<file path="src/rtl/fetch_unit_pkg.sv">
// Shared fetch-side definitions: FSM states, instruction size, reset PC.
// Imported by fetch_unit and pc_next.
package fetch_unit_pkg;

  typedef enum logic [1:0] {
    S_REQ  = 2'd0,
    S_WAIT = 2'd1,
    S_HOLD = 2'd2,
    S_ERR  = 2'd3
  } fetch_state_t;

  localparam int          INSTR_BYTES      = 4;
  localparam logic [31:0] RESET_PC_DEFAULT = 32'h0000_0000;

endpackage

</file>
<file path="src/rtl/pc_next.sv">
// Combinational next-PC select: target on redirect, else pc + 4 (wraps).
// Ports: pc, target, PCSrc, Jump in; next_pc, misalign out.
module pc_next
  import fetch_unit_pkg::*;
#(
  parameter int N = 32
) (
  input  logic [N-1:0] pc,
  input  logic [N-1:0] target,
  input  logic         PCSrc,
  input  logic         Jump,
  output logic [N-1:0] next_pc,
  output logic         misalign
);

  logic redir;

  assign redir    = PCSrc | Jump;
  assign next_pc  = redir ? target : pc + N'(INSTR_BYTES);
  assign misalign = redir & (target[1:0] != 2'b00);

endmodule

</file>
<file path="src/rtl/fetch_unit.sv">
// Fetch unit: PC register, one-outstanding imem request FSM, instr buffer.
// Ports: imem req/rsp, instr valid/ready to decode, redirect in, fetch_err.
module fetch_unit
  import fetch_unit_pkg::*;
#(
  parameter int          N        = 32,
  parameter logic [N-1:0] RESET_PC = RESET_PC_DEFAULT
) (
  input  logic         clk,
  input  logic         reset,
  input  logic         PCSrc,
  input  logic         Jump,
  input  logic [N-1:0] target,
  output logic         imem_req_valid,
  input  logic         imem_req_ready,
  output logic [N-1:0] imem_addr,
  input  logic         imem_rsp_valid,
  input  logic [N-1:0] imem_rsp_data,
  output logic         instr_valid,
  input  logic         instr_ready,
  output logic [N-1:0] instr,
  output logic [N-1:0] instr_pc,
  output logic         fetch_err
);

  fetch_state_t state, state_d;
  logic [N-1:0] pc;
  logic [N-1:0] npc;
  logic         misalign;
  logic         retire;
  logic         capture;

  pc_next #(.N(N)) u_pc_next (
    .pc       (pc),
    .target   (target),
    .PCSrc    (PCSrc),
    .Jump     (Jump),
    .next_pc  (npc),
    .misalign (misalign)
  );

  assign retire    = (state == S_HOLD) & instr_ready;
  assign capture   = (state == S_WAIT) & imem_rsp_valid;
  assign imem_addr = pc;

  always_ff @(posedge clk or posedge reset) begin
    if (reset) state <= S_REQ;
    else       state <= state_d;
  end

  always_comb begin
    state_d = state;
    unique case (state)
      S_REQ:  if (imem_req_ready) state_d = S_WAIT;
      S_WAIT: if (imem_rsp_valid) state_d = S_HOLD;
      S_HOLD: if (instr_ready)
                state_d = misalign ? S_ERR : S_REQ;
      S_ERR:  state_d = S_ERR;
      default: state_d = S_REQ;
    endcase
  end

  always_comb begin
    imem_req_valid = 1'b0;
    instr_valid    = 1'b0;
    unique case (state)
      S_REQ:   imem_req_valid = 1'b1;
      S_HOLD:  instr_valid    = 1'b1;
      default: ;
    endcase
  end

  // A misaligned redirect leaves pc pointing at the faulting instruction.
  always_ff @(posedge clk or posedge reset) begin
    if (reset) begin
      pc        <= RESET_PC;
      instr     <= '0;
      instr_pc  <= '0;
      fetch_err <= 1'b0;
    end else begin
      if (capture) begin
        instr    <= imem_rsp_data;
        instr_pc <= pc;
      end
      if (retire) begin
        if (misalign) fetch_err <= 1'b1;
        else          pc        <= npc;
      end
    end
  end

endmodule

</file>
<file path="config.mk">
export PLATFORM = sky130hd
export DESIGN_NAME = fetch_unit
export DESIGN_NICKNAME = d
export VERILOG_FILES = /design/src/rtl/fetch_unit_pkg.sv /design/src/rtl/pc_next.sv /design/src/rtl/fetch_unit.sv
export SDC_FILE = /design/constraint.sdc
export NUM_CORES = 1
export LEC_CHECK = 0
export CAP_MARGIN = 20
export CORE_MARGIN = 10
export CORE_UTILIZATION = 41
export CTS_CLUSTER_DIAMETER = 80
export CTS_CLUSTER_SIZE = 10
export DETAILED_ROUTE_END_ITERATION = 16
export PLACE_DENSITY_LB_ADDON = 0.2
export SLEW_MARGIN = 25
export SYNTH_ARGS = -nofsm -noshare
export SYNTH_HDL_FRONTEND = slang
export SYNTH_SLANG_ARGS = --single-unit
</file>
<file path="constraint.sdc">
create_clock -name clk -period 3.7 [get_ports clk]
set_clock_uncertainty 0.05 [all_clocks]
set_input_delay 0.925 -clock clk [delete_from_list [all_inputs] [get_ports clk]]
set_output_delay 0.925 -clock clk [all_outputs]
set_load 0.02 [all_outputs]
</file>
### Word-level counts from Yosys, hierarchy flattened

Index checks and enable logic that the tools add are counted.
Widths: inputs -> output; s select.

* add/subtract/negate cells: 1
* bitwise logic cells: 5
* reductions and logical operators: 5
* eq/ne operators: 6
* multiplexer cells: 8

Operators with widths (count)
* $add 32x3->32 const B: 1
* $mux 32: 1
* $mux 2: 4
* $pmux 2 s4: 1
* $ne 2x2->1 const B: 3
* $eq 2x2->1 const B: 2
* $reduce_and 2->1: 2
* $and 1x1->1: 3
* $reduce_and 3->1: 1
* $eq 2x1->1 const B: 1
* $logic_not 2->1: 1
* $mux 1: 2
* $reduce_bool 2->1: 1
* $not 1->1: 1
* $or 1x1->1: 1

* output and inout port bits: 99
* logic and storage cells: 30
* input port bits: 71
* register bits: 99

### Longest topological paths before layout

* depth in word-level cells: 5
* depth in mapped cells: 7

### Modules after synthesis

From an unflattened synthesis, not the netlist that was laid out.

* cells, all modules: 394
* area, all modules: 4763.3 µm²

By module, submodules not included
* fetch_unit: area each 3749.8 µm², cells each 219, instances 1
* pc_next: area each 1013.5 µm², cells each 175, instances 1

### Worst setup path before layout

OpenSTA, ideal clock, no wires.

* path kind: in2reg
* start: in Jump
* end: reg pc[19] (netlist: imem_addr[19])
* stages on the path: 4
* required time: 3573 ps
* data arrival time: 2156 ps
* path buffers: 0
* setup slack: 1417 ps
* cells stage by stage: o22ai_1 nand2_1 or4_1 a21oi_1

* word-level cells in the longest chain between the ends: 4

Ends and longest elaborated chain
* start: declaration: line fetch_unit.sv:12 `input logic Jump,`
* $or 1x1->1 (*): line pc_next.sv:18 `assign redir = PCSrc | Jump;`
* $and 1x1->1: line pc_next.sv:20 `assign misalign = redir & (target[1:0] != 2'b00);`
* $not 1->1 (no source line)
* $reduce_and 2->1 (no source line)
* end signal: assignment: line fetch_unit.sv:87 `else pc <= npc;`
* end: declaration: line fetch_unit.sv:27 `logic [N-1:0] pc;`

Mark *: on every way between the ends. The rest lies on a longest branch, timed or not.
A chain may end at the register's enable or synchronous reset.

### Worst setup path in the final report

* start: in PCSrc
* end: reg pc[23] (netlist: imem_addr[23])

* word-level cells in the longest chain between the ends: 4

Ends and longest elaborated chain
* start: declaration: line fetch_unit.sv:11 `input logic PCSrc,`
* $or 1x1->1 (*): line pc_next.sv:18
* $and 1x1->1: line pc_next.sv:20
* $not 1->1 (no source line)
* $reduce_and 2->1 (no source line)

Marks and branches as above.

==> results.sh <==
export IMPL_status="finished, final reports clean"
export IMPL_slew_violations=0
export IMPL_cts_buffer_depth=2
export IMPL_cts_tree="built"
export IMPL_core_rowCount=38
export IMPL_n_antenna_cell=0
export IMPL_drc=0
export IMPL_worstReg2RegStart="imem_addr[2]$_DFFE_PP0P_"
export IMPL_layout_common_cells="169 x clkdlybuf4s50_1, 99 x dfrtp_1, 62 x mux2_2"
export IMPL_startpoint_type="input port"
export IMPL_synth_area_um2=4670
export IMPL_worstPathMaxFanout=16
export IMPL_antenna_found_initial=0
export IMPL_gp_congestion=0.845
export IMPL_path_clk_slew_ns=0.07
export IMPL_fmax_mhz=361
export IMPL_irDropWorstVdd_mv=0.593
export IMPL_fin_crit_sh_pct=74.9
export IMPL_routedWlPerCell_um=20.4
export IMPL_ys_flop_type="dfrtp_1"
export IMPL_nNetsFinal=650
export IMPL_core_region_area_um2=11000
export IMPL_ys_seq_area_share_pct=53.0
export IMPL_synth_seq_cells=99
export IMPL_grt_pass1_wl_um=23100
export IMPL_track_usage_pct=17.8
export IMPL_min_to="fetch_err$_DFFE_PP0P_"
export IMPL_clock_latency_ns=0.34
export IMPL_end_kind="flop"
export IMPL_finalHoldViolCount=0
export IMPL_path_cells="clkdlybuf4s50_1 > or2_1 > nand3_1 > or2_2 > o311a_1"
export IMPL_firstDrtPassIters=5
export IMPL_ctsHoldBuffers=0
export IMPL_die_h_um=127
export IMPL_final_seq_area_um2=2480
export IMPL_drtIter0Drc=353
export IMPL_required_ns=3.88
export IMPL_fill_cells=923
export IMPL_h_tree_depth=3
export IMPL_synth_area_leaders="dfrtp_1 53%, mux2_2 15%, nand3_1 2.7%"
export IMPL_synth_top_area_share_pct=53.0
export IMPL_synth_cell_type_count=52
export IMPL_rsz0062_at_grt="no"
export IMPL_cts_root_buf="clkbuf_16"
export IMPL_ant_nets=0
export IMPL_routed_wl_um=14800
export IMPL_ios=170
export IMPL_cap_violations=0
export IMPL_syn_nets=487
export IMPL_finalCriticalPeriod_ns=2.77
export IMPL_syn_inst=415
export IMPL_async_flop_share_pct=100
export IMPL_port_buffers=169
export IMPL_post_cts_buffers=0
export IMPL_pwr_density_cell_nw_per_um2=806
export IMPL_drive_gt1_share_pct=17.2
export IMPL_synth_warnings=0
export IMPL_final_common_cell="clkdlybuf4s50_1"
export IMPL_synth_edf_count=0
export IMPL_postSynthAreaPerCell_um2=11.3
export IMPL_via_per_inst=5.70
export IMPL_tightest_slew_ns=0.622
export IMPL_start_util_pct=42.5
export IMPL_worstReg2RegEnd="imem_addr[28]$_DFFE_PP0P_"
export IMPL_grt_start_max_net_pins=52
export IMPL_vias=4120
export IMPL_path_class="in2reg"
export IMPL_p_leak_nw=2.75
export IMPL_rrSetupSlack_ns=1.46
export IMPL_finalSetupTns_ns=0
export IMPL_cts_sinks=99
export IMPL_areaGrowthSynthToFinish_pct=47.0
export IMPL_min_from="fetch_err$_DFFE_PP0P_"
export IMPL_cpPeakStageDelay_ns=0.53
export IMPL_die_x_um=127
export IMPL_fin_util_pct=62.5
export IMPL_worstPathArrival_ns=2.95
export IMPL_overflow=0
export IMPL_grt_pass1_vias=4100
export IMPL_cts_resized=0
export IMPL_yosysTopAreaCell="dfrtp_1"
export IMPL_r2r_cells=5
export IMPL_hp_class="reg2reg"
export IMPL_dpl_hpwl_um=11000
export IMPL_relSlewSlack_pct=58.5
export IMPL_whs_path_depth=1
export IMPL_multi_input_area_um2=2070
export IMPL_dieArea_um2=16100
export IMPL_critPathSlowestCell="clkdlybuf4s50_1"
export IMPL_numCtsBuffers=9
export IMPL_final_setup_viol_count=0
cells by family (layout without fill, tap and decap cells):
family	Yosys count	in the layout	synth area share [%]
flip-flops	99	99	53.0
buffers and inverters	32	200	2.89
adder cells (fa/ha/maj)	1	1	0.268
multiplexers	62	62	14.9
AO/OA/AOI/OAI	82	82	12.0
AND/OR/NAND/NOR	139	139	16.8
synthesized netlist by cell type, drive strengths merged (3+ instances only):
master   n
o22ai    5
buf     12
o22a     5
nand3   26
o21ai   11
nor2    19
and4     8
nand2   24
a311oi   8
o211ai   3
clkbuf  16
a21oi   21
or3      4
a31oi    7
nor3    12
and2     8
o32ai    3
mux2    62
nor4     9
nand4    8
inv      4
and3     5
dfrtp   99
or4      9
layout make-up:
cell class	instances	area share (%)
clock buffer	9	3.28
clock inverter	7	1.46
inverter	4	0.255
multi-input combinational	284	30.2
sequential	99	36.1
tap	140	2.55
timing repair buffer	180	26.2
sequential cells by signal, indices dropped and copies added (netlist names):
signal	flops
instr_pc	32
imem_addr	32
fetch_err	1
instr	32
state	2
per-stage QoR:
stage	hold slack [ns]	area, µm²	power (mW)	cells	worst slack (ns)
after floorplan	0.495	4670	3.20	415	0.135
after global placement	0.392	6540	4.50	707	0.660
after detailed placement	0.407	6540	4.56	707	0.597
after CTS	0.426	6870	5.60	723	0.960
after global routing	0.447	6870	5.84	723	0.828
final	0.430	6870	5.53	723	0.929
how the worst max path moves through the flow:
stage / start / end / slack, ns / cells past startpoint
2_1_floorplan: reset / fetch_err$_DFFE_PP0P_ / 0.13 / 1
3_3_place_gp: PCSrc / imem_addr[23]$_DFFE_PP0P_ / 0.66 / 5
3_5_place_dp: PCSrc / imem_addr[23]$_DFFE_PP0P_ / 0.60 / 5
4_1_cts: PCSrc / imem_addr[23]$_DFFE_PP0P_ / 0.96 / 5
5_1_grt: PCSrc / imem_addr[23]$_DFFE_PP0P_ / 0.83 / 5
6_report: PCSrc / imem_addr[23]$_DFFE_PP0P_ / 0.93 / 5
worst max-delay path: cells and delay by family:
family,cells,cell delay (ns)
AND/OR/NAND/NOR,3,1.39
buffers and inverters,1,0.53
AO/OA/AOI/OAI,1,0.11
layer usage:
metal / wire length (µm) / GRT usage [%] / share of wire [%]
met1: 5770 / 21.1 / 39
met2: 7360 / 30.1 / 50
met3: 1390 / 5.50 / 9.4
met4: 244 / 5.96 / 1.7
met5: 0 / 0 / 0
power by group:
part | internal (mW) | leakage [nW] | switching, mW
Clock | 0.596 | 0.148 | 0.420
Combinational | 1.30 | 1.40 | 1.22
Sequential | 1.56 | 1.20 | 0.440
Total | 3.45 | 2.75 | 2.09
Power figures use the tool's default switching activity.
